==> src/rtl/sram_icb_ctrl.sv <==
`default_nettype none
// +--------------------------------------------------------------------------+
// | sram_icb_ctrl: ICB slave driving the RW port of a 1RW1R OpenRAM macro,   |
// | with an in-order response FIFO. Optional zero-fill: SRAM_CTRL_ZERO_INIT_EN|
// | Revision: 1.0                                                            |
// +--------------------------------------------------------------------------+
module sram_icb_ctrl #(
  parameter int AW        = 32,
  parameter int RAM_AW    = 13,
  parameter int RSP_DEPTH = 3
) (
  input  logic              clk,
  input  logic              rst_n,
  input  logic              icb_cmd_valid,
  output logic              icb_cmd_ready,
  input  logic [AW-1:0]     icb_cmd_addr,
  input  logic              icb_cmd_read,
  input  logic [31:0]       icb_cmd_wdata,
  input  logic [3:0]        icb_cmd_wmask,
  output logic              icb_rsp_valid,
  input  logic              icb_rsp_ready,
  output logic [31:0]       icb_rsp_rdata,
  output logic              icb_rsp_err,
  output logic              init_done,
  output logic              ram_csb0,
  output logic              ram_web0,
  output logic [3:0]        ram_wmask0,
  output logic [RAM_AW-1:0] ram_addr0,
  output logic [31:0]       ram_din0,
  input  logic [31:0]       ram_dout0
);

  localparam int                 c_PTR_W    = (RSP_DEPTH > 1) ? $clog2(RSP_DEPTH) : 1;
  localparam int                 c_CNT_W    = $clog2(RSP_DEPTH + 1);
  localparam logic [c_PTR_W-1:0] c_PTR_LAST = c_PTR_W'(RSP_DEPTH - 1);
  localparam logic [c_CNT_W:0]   c_OCC_MAX  = (c_CNT_W + 1)'(RSP_DEPTH);

  logic              w_oor;
  logic              w_hs;
  logic              w_push;
  logic              w_pop;
  logic              w_init_done;
  logic              w_init_active;
  logic [RAM_AW-1:0] w_init_addr;
  logic [c_CNT_W:0]  w_occ;
  logic [1:0]        w_unused_addr;

  logic               r_pend;
  logic               r_pend_read;
  logic               r_pend_err;
  logic [31:0]        r_fifo_rdata [RSP_DEPTH];
  logic               r_fifo_err   [RSP_DEPTH];
  logic [c_PTR_W-1:0] r_wr_ptr;
  logic [c_PTR_W-1:0] r_rd_ptr;
  logic [c_CNT_W-1:0] r_cnt;

  function automatic logic [c_PTR_W-1:0] f_ptr_next(input logic [c_PTR_W-1:0] p);
    return (p == c_PTR_LAST) ? '0 : p + 1'b1;
  endfunction

  generate
    if (AW > RAM_AW + 2) begin : g_oor_chk
      assign w_oor = |icb_cmd_addr[AW-1:RAM_AW+2];
    end else begin : g_oor_none
      assign w_oor = 1'b0;
    end
  endgenerate

  assign w_unused_addr = icb_cmd_addr[1:0];

  // Acceptance only looks at registered occupancy, never at icb_rsp_ready.
  assign w_occ         = {1'b0, r_cnt} + {{c_CNT_W{1'b0}}, r_pend};
  assign icb_cmd_ready = rst_n & w_init_done & (w_occ < c_OCC_MAX);
  assign w_hs          = icb_cmd_valid & icb_cmd_ready;
  assign init_done     = w_init_done;

  always_comb begin
    ram_csb0   = ~(w_hs & ~w_oor);
    ram_web0   = icb_cmd_read;
    ram_wmask0 = icb_cmd_wmask;
    ram_addr0  = icb_cmd_addr[RAM_AW+1:2];
    ram_din0   = icb_cmd_wdata;
    if (w_init_active) begin
      ram_csb0   = ~rst_n;
      ram_web0   = 1'b0;
      ram_wmask0 = 4'hF;
      ram_addr0  = w_init_addr;
      ram_din0   = 32'h0;
    end
  end

`ifdef SRAM_CTRL_ZERO_INIT_EN
  typedef enum logic [0:0] {
    ST_INIT = 1'b0,
    ST_RUN  = 1'b1
  } state_t;

  state_t            r_state;
  state_t            w_state_nxt;
  logic [RAM_AW-1:0] r_init_cnt;
  logic [RAM_AW-1:0] w_init_cnt_nxt;

  always_ff @(posedge clk or negedge rst_n) begin
    if (!rst_n) begin
      r_state    <= ST_INIT;
      r_init_cnt <= '0;
    end else begin
      r_state    <= w_state_nxt;
      r_init_cnt <= w_init_cnt_nxt;
    end
  end

  always_comb begin
    w_state_nxt    = r_state;
    w_init_cnt_nxt = r_init_cnt;
    w_init_active  = 1'b0;
    w_init_done    = 1'b0;
    case (r_state)
      ST_INIT: begin
        w_init_active  = 1'b1;
        w_init_cnt_nxt = r_init_cnt + 1'b1;
        if (r_init_cnt == {RAM_AW{1'b1}}) w_state_nxt = ST_RUN;
      end
      ST_RUN: w_init_done = 1'b1;
    endcase
  end

  assign w_init_addr = r_init_cnt;
`else
  assign w_init_done   = 1'b1;
  assign w_init_active = 1'b0;
  assign w_init_addr   = '0;
`endif

  // The macro's read data appears one cycle after the handshake; pend marks that slot.
  always_ff @(posedge clk or negedge rst_n) begin
    if (!rst_n) begin
      r_pend      <= 1'b0;
      r_pend_read <= 1'b0;
      r_pend_err  <= 1'b0;
    end else begin
      r_pend      <= w_hs;
      r_pend_read <= icb_cmd_read & ~w_oor;
      r_pend_err  <= w_oor;
    end
  end

  assign w_push        = r_pend;
  assign w_pop         = icb_rsp_valid & icb_rsp_ready;
  assign icb_rsp_valid = (r_cnt != '0);
  assign icb_rsp_rdata = r_fifo_rdata[r_rd_ptr];
  assign icb_rsp_err   = r_fifo_err[r_rd_ptr];

  always_ff @(posedge clk) begin
    if (w_push) begin
      r_fifo_rdata[r_wr_ptr] <= r_pend_read ? ram_dout0 : 32'h0;
      r_fifo_err[r_wr_ptr]   <= r_pend_err;
    end
  end

  always_ff @(posedge clk or negedge rst_n) begin
    if (!rst_n) begin
      r_wr_ptr <= '0;
      r_rd_ptr <= '0;
      r_cnt    <= '0;
    end else begin
      if (w_push) r_wr_ptr <= f_ptr_next(r_wr_ptr);
      if (w_pop)  r_rd_ptr <= f_ptr_next(r_rd_ptr);
      case ({w_push, w_pop})
        2'b10:   r_cnt <= r_cnt + 1'b1;
        2'b01:   r_cnt <= r_cnt - 1'b1;
        default: r_cnt <= r_cnt;
      endcase
    end
  end

endmodule
`default_nettype wire

==> config.mk <==
export PLATFORM = sky130hd
export DESIGN_NAME = sram_icb_ctrl
export DESIGN_NICKNAME = d
export VERILOG_FILES = /design/src/rtl/sram_icb_ctrl.sv
export SDC_FILE = /design/constraint.sdc
export NUM_CORES = 1
export LEC_CHECK = 0
export CORE_AREA = 8 8 125 127
export CTS_BUF_LIST = sky130_fd_sc_hd__clkbuf_8
export DETAILED_ROUTE_END_ITERATION = 8
export DIE_AREA = 0 0 133 135
export MAX_ROUTING_LAYER = met4
export PLACE_DENSITY = 0.65
export REMOVE_ABC_BUFFERS = 1
export SLEW_MARGIN = 20
export SYNTH_ARGS = -nofsm -noshare
export SYNTH_HDL_FRONTEND = slang
export SYNTH_SLANG_ARGS = --single-unit
==> constraint.sdc <==
create_clock -name clk -period 4.9 [get_ports clk]
set_clock_uncertainty 0.15 [all_clocks]
set_input_delay 0.49 -clock clk [delete_from_list [all_inputs] [get_ports clk]]
set_output_delay 0.49 -clock clk [all_outputs]
set_load 0.01 [all_outputs]
==> impl_metrics.toml <==
[clock_network]
clkTransAtPathRegs_ns = 0.09
h_tree_lvls = 3
cts_buf_count = 9
tritoncts_clock_tree = "done"
post-cts-setup-buffers = 0
ctsHoldBuffers = 0
clock_path_buffers = 2
clock_root_buffer = "clkbuf_8"
post_cts_resized = 0
clock-sinks = 108
worst_skew_pair.late_latency_ns = 0.35

[sta]
grt_setup_unrepaired = "no"
final_cycle_utilization_of_the_critical_path = 0.602
slew_headroom = 0.544
final-max-slew-violation-count = 0
achievable-frequency_mhz = 339
worst_pin_slew_ns = 0.684
final_period_minus_worst_setup_slack_ns = 2.95
finalSetupTns_ns = 0
setup_viol = 0
hold_violations = 0
hold-worst-slack_ns = 0.296

[cells_and_area]
finalInstanceArea_mm2 = 0.00567
area_growth_pct = 20.4
layout.nets = 487
layout.cells.most_common_list = "99 x edfxtp_1, 90 x clkdlybuf4s50_1, 35 x nand2_1, 33 x mux2i_1, 33 x and2_1"
finalCoreUtilization = 0.417
antennaDiodeCount = 0
layout-drive-gt1-share = 0.0731
layout.cells.most_common = "edfxtp_1"

[die]
die_height_um = 135
initial_utilization = 0.346
die-width_um = 133
fp.coreArea_mm2 = 0.0136
die-area_mm2 = 0.0180
number_of_cell_rows = 43
top_level_ports = 192

[drt]
drt_first_pass_iters = 4
totalWireLength_um = 11600
drt-initial-drc-count = 154
final_antenna_net_count = 0
drc = 0
drt-wirelength-per-cell_um = 20.6
vias = 2628
via_per_inst = 4.67

[critical_path]
worst_path_fanout_max = 10
cp_cell_sequence = "clkdlybuf4s50_1, inv_1, a211oi_1, nand4_1, clkdlybuf4s50_1"
critical_path_buf_inv_count = 3
worstSetupStartpointType = "input port"
cp_slowest_cell = "clkdlybuf4s50_1"
worstSetupEndpointType = "output pin"
worst-setup-path-type = "input port to output pin"
cp_data_arrival_time_ns = 2.31
cpPeakStageDelay_ns = 0.76
crit_path_frequent_cell = "clkdlybuf4s50_1"
worstPathRequired_ns = 4.26
worst_path_dominant_cell_family = "buffers and inverters"

[placed_design]
placed_cell_areas_mm2 = 0.00543
hpwl_um = 8010
routability_driven_placement_congestion_ratio = 0.700
buffer_ports.inserted = 90

[power_and_ir_drop]
power.ir.vdd_worst_uv = 244
power.leakage_nw = 1.97
power-per-cell-area_mw_per_mm2 = 489

[global_route]
grt_pass1_wl_um = 17200
total_track_usage = 0.134
grt_pass1_vias = 2769
grt_remaining_overflow = 0
grt_max_degree = 70
number_of_antenna_violations_at_the_first_check_in_global_routing = 0

[synth]
synthesis.instances = 339
synthDistinctLibCells = 26
synth.avg_cell_area_um2 = 13.9
ys_warn_count = 0
ys_seq_area_frac = 0.679
synth.cell_area_mm2 = 0.00471
ys_seq_elements = 108

[flow_run]
maxCapViolCount = 0

[hold_path]
timing.hold.worst.class = "input port to asynchronous set/reset pin"

[run_status]
outcome = "complete, no violations"
routing by layer:
| metal | global-route usage | share of wire | vias up |
|---|---|---|---|
| met2 | 0.171 | 0.41 | 139 |
| met5 | - | 0 | - |
| li1 | - | - | 1225 |
| met4 | 0.0435 | 0.010 | 0 |
| met1 | 0.164 | 0.44 | 1255 |
| met3 | 0.0918 | 0.13 | 9 |
cell usage after synthesis:
cell	instances	area [µm²]
nor2_1	2	7.51
or2_2	1	6.26
nand2_1	35	131
xnor2_1	2	17.5
nand4_1	1	6.26
clkbuf_1	9	33.8
a21o_1	4	30.0
and3_1	2	12.5
nor3_1	3	15.0
mux2i_1	33	330
nor3b_1	2	15.0
a211oi_1	1	7.51
o21ai_0	22	110
and2_1	33	206
nor3_4	1	16.3
ha_1	3	37.5
or4_4	1	11.3
dfrtp_1	9	225
inv_1	3	11.3
buf_2	3	15.0
conb_1	1	3.75
nor4_1	2	12.5
edfxtp_1	99	2970
xor2_1	1	8.76
buf_4	54	405
o21ai_1	12	60.1
cell families after synthesis:
kind of cell,share of synthesized area
xor+xnor,0.00558
other cells,0.000796
buf+inv,0.0988
fa+ha+maj,0.00797
compound gates,0.0441
flops,0.679
mux,0.0701
simple gates,0.0935
worst register-to-register path: stages, from the launching register on:
cell and delay, ns:
dfrtp_1 0.44, nand2_1 0.12, nor2_4 0.49, buf_16 0.24
sequential cells by signal, indices dropped and copies added, names as in the netlist:
name,count
r_fifo_rdata,96
r_fifo_err,3
r_cnt,2
r_rd_ptr,2
r_wr_ptr,2
r_pend,1
r_pend_err,1
r_pend_read,1
path summary, 6_finish.rpt:
path                                         start                       endpoint  slack (ns)  depth (start not counted)
max                                          rst_n                       ram_csb0        1.95                          5
min                                          rst_n           r_cnt[0]$_DFFE_PN0P_        0.30                          1
max reg2reg                r_wr_ptr[0]$_DFFE_PN0P_  r_fifo_rdata[1][10]$_DFFE_PP_        3.16                          3
min reg2reg                   r_pend_err$_DFF_PN0_        r_fifo_err[1]$_DFFE_PP_        0.33                          0
max in group asynchronous                    rst_n        r_rd_ptr[1]$_DFFE_PN0P_        3.95                          1
min in group clk              r_pend_err$_DFF_PN0_        r_fifo_err[1]$_DFFE_PP_        0.33                          0
stage by stage:
step | cells | power, W | setup slack [ns]
2_1_floorplan | 273 | 0.00170 | 1.38
3_3_place_gp | 547 | 0.00225 | 1.93
3_5_place_dp | 547 | 0.00226 | 1.94
4_1_cts | 562 | 0.00282 | 1.65
5_1_grt | 563 | 0.00294 | 1.82
6_report | 563 | 0.00277 | 1.95
power by group:
| part | internal, W | leakage, nW | switching, W | total (W) |
|---|---|---|---|---|
| Clock | 0.000281 | 0.106 | 0.000273 | 0.000554 |
| Combinational | 0.000530 | 0.862 | 0.000366 | 0.000895 |
| Sequential | 0.00113 | 1.01 | 0.000196 | 0.00132 |
area by class of cell:
cell class              instances  area [µm²]
inverters                       3        11.3
clock inverters                 6        81.3
well taps                     180         225
fillers                      1265        7940
flip-flops and latches        108        3210
multi-input cells             162        1060
clock buffers                   9         124
repair buffers                 95         958
(Power assumes the default switching activity.)
==> patch 1: new RTL, same settings <==
`AW`: 32 -> 16.
--- a/src/rtl/sram_icb_ctrl.sv
+++ b/src/rtl/sram_icb_ctrl.sv
@@ -5,7 +5,7 @@
 // | Revision: 1.0                                                            |
 // +--------------------------------------------------------------------------+
 module sram_icb_ctrl #(
-  parameter int AW        = 32,
+  parameter int AW        = 16,
   parameter int RAM_AW    = 13,
   parameter int RSP_DEPTH = 3
 ) (
Ports: changed (resized icb_cmd_addr); port bits go from 192 to 176. No check against the original RTL was run, so the function may have changed too.
==> patch 1 against the unedited design <==
Count of clock-buffer cells in the layout unchanged. Wire length shrank 6.6%. Clock power decreased by 13%. Via count fell by 4.1%. Total power shrank 1.3%. Die area is the same. Sequential cell count stayed put. Worst hold slack got worse by 0.0033 ns. Area after synthesis about the same. Synthesized cell count fell by 2.1%. Setup slack improved by 0.13 ns. Design area decreased by 4.0%. Largest power group unchanged.
==> patch 1: results (changes against the unedited design) <==
[run_status]
status=finished, final reports clean

[synth]
synthTopCellsByCount=99 x edfxtp_1, 52 x buf_4, 35 x nand2_1
synthXorXnorAreaFrac_pct=0.557  ; about the same
syn_inst=332  ; -2.1%
yosysSeqAreaShare_pct=67.9  ; about the same
ys_warn_count=0  ; unchanged
synth_mux_area_share_pct=7.01  ; about the same
synth_cell_types=27  ; +3.8%
synth_fa_ha_area_share_pct=0.796  ; about the same
synth_edf_count=99  ; unchanged
yosys-top-cells-area=edfxtp_1 63%, buf_4 8.3%, mux2i_1 7.0%, dfrtp_1 4.8%, and2_1 4.4%
synth-compound-area-share_pct=4.46  ; +0.050 points
async_flop_share_pct=8.33  ; unchanged

[clocking]
cts_root_buf=clkbuf_8
htreeDepth=3  ; unchanged
numCtsBuffers=9  ; unchanged
clock_path_buffers=2  ; unchanged
post-cts-setup-buffers=0  ; unchanged

[global_route]
grt_pass1_wl_mm=16.3  ; -4.9%
grt_pass1_vias=2623  ; -5.3%
antenna_found_initial=0  ; unchanged
grt_usage_pct=12.6  ; -0.89 points
grt_max_degree=38  ; -46%

[critical_path]
r2r_cells=5  ; +2
crit_arrival_ns=2.18  ; -0.13 ns
crit_path_start=r_rd_ptr[0]
critical-path-top-delay-family=flip-flops
cp_slowest_stage_delay_ns=0.87  ; +0.11 ns
cp_max_fo=36  ; +26
slowest_stage=dfrtp_4
worstReg2RegStart=r_cnt[0]

[final_layout]
n_antenna_cell=0  ; unchanged
nNetsFinal=450  ; -7.6%
top_regs=r_fifo_rdata x96, r_fifo_err x3
fill_cells=1286  ; +1.7%
drive_above_1_share_pct=8.26  ; +0.95 points

[sta]
tightest_slew_ns=1.02  ; +0.340 ns

[place]
dp.cells=526  ; -3.8%
place_hpwl_mm=7.52  ; -6.2%
numPortBuffers=74  ; -18%
gp_congestion=0.629  ; -10%

[routing]
vias=2520  ; -4.1%
drtIter0Drc=190  ; +23%
dr.pass1.iters=4  ; unchanged
drt-total-wl_mm=10.8  ; -6.6%
viasPerCell=4.64  ; -0.58%

[worst_hold_path]
min_path_type=primary input to async pin

[power]
peakVddDrop_v=0.000305  ; +25%
leakagePower_nw=1.89  ; -4.4%

-- patch 1: changes by cell type after synthesis, moves of 3 or more --
cell      delta
buf_12       +3
o21ai_0     -21
clkbuf_1     -5
o21ai_1     +22
-- patch 1: per-stage QoR --
stage                     setup slack (ns)  area [µm²]  power, mW  hold slack, ns  utilization (%)
after floorplan                       1.38        4210       1.74          0.0444                -
after global placement                2.12        5230       2.26           0.294             38.4
after detailed placement              2.09        5250       2.30           0.303             38.6
after CTS                             1.73        5420       2.78           0.283             39.8
after global routing                  1.93        5450       2.90           0.293             40.0
final                                 2.08        5450       2.73           0.293             40.0
-- patch 1: layout make-up --
cell class                 count  area (µm²)  share of cell area (%)
timing repair buffer          80         811                    14.9
multi-input combinational    156        1020                    18.7
clock buffer                   9         124                    2.27
sequential                   108        3200                    58.8
clock inverter                 7        51.3                   0.942
inverter                       3        11.3                   0.207
tap                          180         225                    4.14
-- patch 1: metal layers --
| metal | global-route usage (%) | wire length [µm] | up-vias |
|---|---|---|---|
| met3 | 9.10 | 1510 | 7 |
| met2 | 15.7 | 4360 | 127 |
| met4 | 3.22 | 92 | 0 |
| li1 | - | - | 1169 |
| met1 | 15.5 | 4870 | 1217 |
| met5 | - | 0 | - |
-- patch 1: power breakdown --
group          switching [mW]  internal, mW  total, mW
registers               0.166          1.14       1.30
logic                   0.412         0.538      0.950
clock network           0.294         0.188      0.482
total                   0.872          1.86       2.73
-- patch 1: path summary, 6_finish.rpt --
kind | slack, ns | to
min reg2reg | 0.33 | r_fifo_err[0]
max reg2reg | 3.18 | r_cnt[1]
max | 2.08 | icb_rsp_rdata[11]
min in group clk | 0.33 | r_fifo_err[0]
min | 0.29 | r_cnt[1]
max in group asynchronous | 3.96 | r_rd_ptr[0]
==> patch 2: new RTL, config.mk and constraints unchanged <==
Without the edit above. Put a register stage on the output `icb_rsp_err`, with the module's reset. The value now appears one clock later. The other outputs are not delayed to match.
--- a/src/rtl/sram_icb_ctrl.sv
+++ b/src/rtl/sram_icb_ctrl.sv
@@ -149,7 +149,13 @@
   assign w_pop         = icb_rsp_valid & icb_rsp_ready;
   assign icb_rsp_valid = (r_cnt != '0);
   assign icb_rsp_rdata = r_fifo_rdata[r_rd_ptr];
-  assign icb_rsp_err   = r_fifo_err[r_rd_ptr];
+  always_ff @(posedge clk or negedge rst_n) begin
+    if (!rst_n) begin
+      icb_rsp_err <= '0;
+    end else begin
+      icb_rsp_err <= r_fifo_err[r_rd_ptr];
+    end
+  end
 
   always_ff @(posedge clk) begin
     if (w_push) begin
Formal check against the unedited RTL: not equivalent (Yosys sat finds a counterexample within 4 cycles, from zero or initial values and one cycle with rst_n low).
==> patch 2 against the unedited design <==
Sequential cell count up 1. Synthesized cell count up 0.29%. Critical path type unchanged. Design area up 0.90%. Setup slack better by 0.026 ns. Total power up 3.0%. Wire length down 2.0%. Highest routed layer unchanged. Area after synthesis up 0.53%.
==> patch 2: results (changes against the unedited design) <==
[global_route]
grt_pass1_wl_mm=17.0  ; -1.3%
grt_util_met2_pct=17.0  ; -0.11 points
grt_pass1_vias=2755  ; -0.51%
use_met1_pct=16.3  ; -0.035 points
use_met3_pct=8.51  ; -0.67 points
grt_usage_pct=13.2  ; -0.23 points

[synth]
yosys-top-cells-area=edfxtp_1 63%, buf_4 8.6%, mux2i_1 7.0%, dfrtp_1 5.3%, and2_1 4.4%
synthXorXnorAreaFrac_pct=0.555  ; -0.0029 points
yosysSeqAreaShare_pct=68.1  ; +0.17 points
async_flop_share_pct=9.17  ; +0.84 points
syn_inst=340  ; +0.29%
ys_warn_count=0  ; unchanged
synth_mux_area_share_pct=6.98  ; -0.037 points
synth_fa_ha_area_share_pct=0.793  ; -0.0042 points
synth-compound-area-share_pct=4.39  ; -0.023 points

[power]
leakagePower_nw=1.99  ; +0.57%

[place]
gp_congestion=0.667  ; -4.7%
place_ws_ns=1.95  ; +0.00614 ns
placed_area_mm2=0.00545  ; +0.32%

[final_layout]
drive_above_1_share_pct=7.55  ; +0.24 points
area_growth_pct=20.9
fill_cells=1251  ; -1.1%

[routing]
m1WireLength_mm=5.17  ; about the same
drtIter0Drc=163  ; +5.8%
vias=2619  ; -0.34%
wl_met3_mm=1.38  ; -11%
wl_met2_mm=4.71  ; -0.99%

[critical_path]
crit_arrival_ns=2.28  ; -0.03 ns
cp_max_fo=11  ; +1
cp_slowest_stage_delay_ns=0.78  ; +0.02 ns

[run_status]
status=finished, final reports clean

-- patch 2: power by group --
group	internal (mW)	switching, mW
combinational	0.525	0.363
sequential	1.14	0.196
clock	0.342	0.292
-- patch 2: cell type report --
| cell class | instances | share of cell area, % |
|---|---|---|
| Tap cell | 180 | 3.94 |
| Inverter | 3 | 0.197 |
| Sequential cell | 109 | 56.5 |
| Multi-Input combinational cell | 162 | 18.6 |
| Timing Repair Buffer | 94 | 16.5 |
| Clock inverter | 7 | 2.14 |
| Clock buffer | 9 | 2.16 |
-- patch 2: final timing paths --
kind                                from             endpoint  slack (ns)  depth (start not counted)
max                                rst_n             ram_csb0        1.98                          5
min                                rst_n             r_cnt[0]        0.30                          1
max reg2reg                       r_pend  r_fifo_rdata[2][15]        2.60                          3
min reg2reg                r_fifo_err[2]          icb_rsp_err        0.33                          2
max in group asynchronous          rst_n          r_rd_ptr[0]        3.93                          1
min in group clk           r_fifo_err[2]          icb_rsp_err        0.33                          2
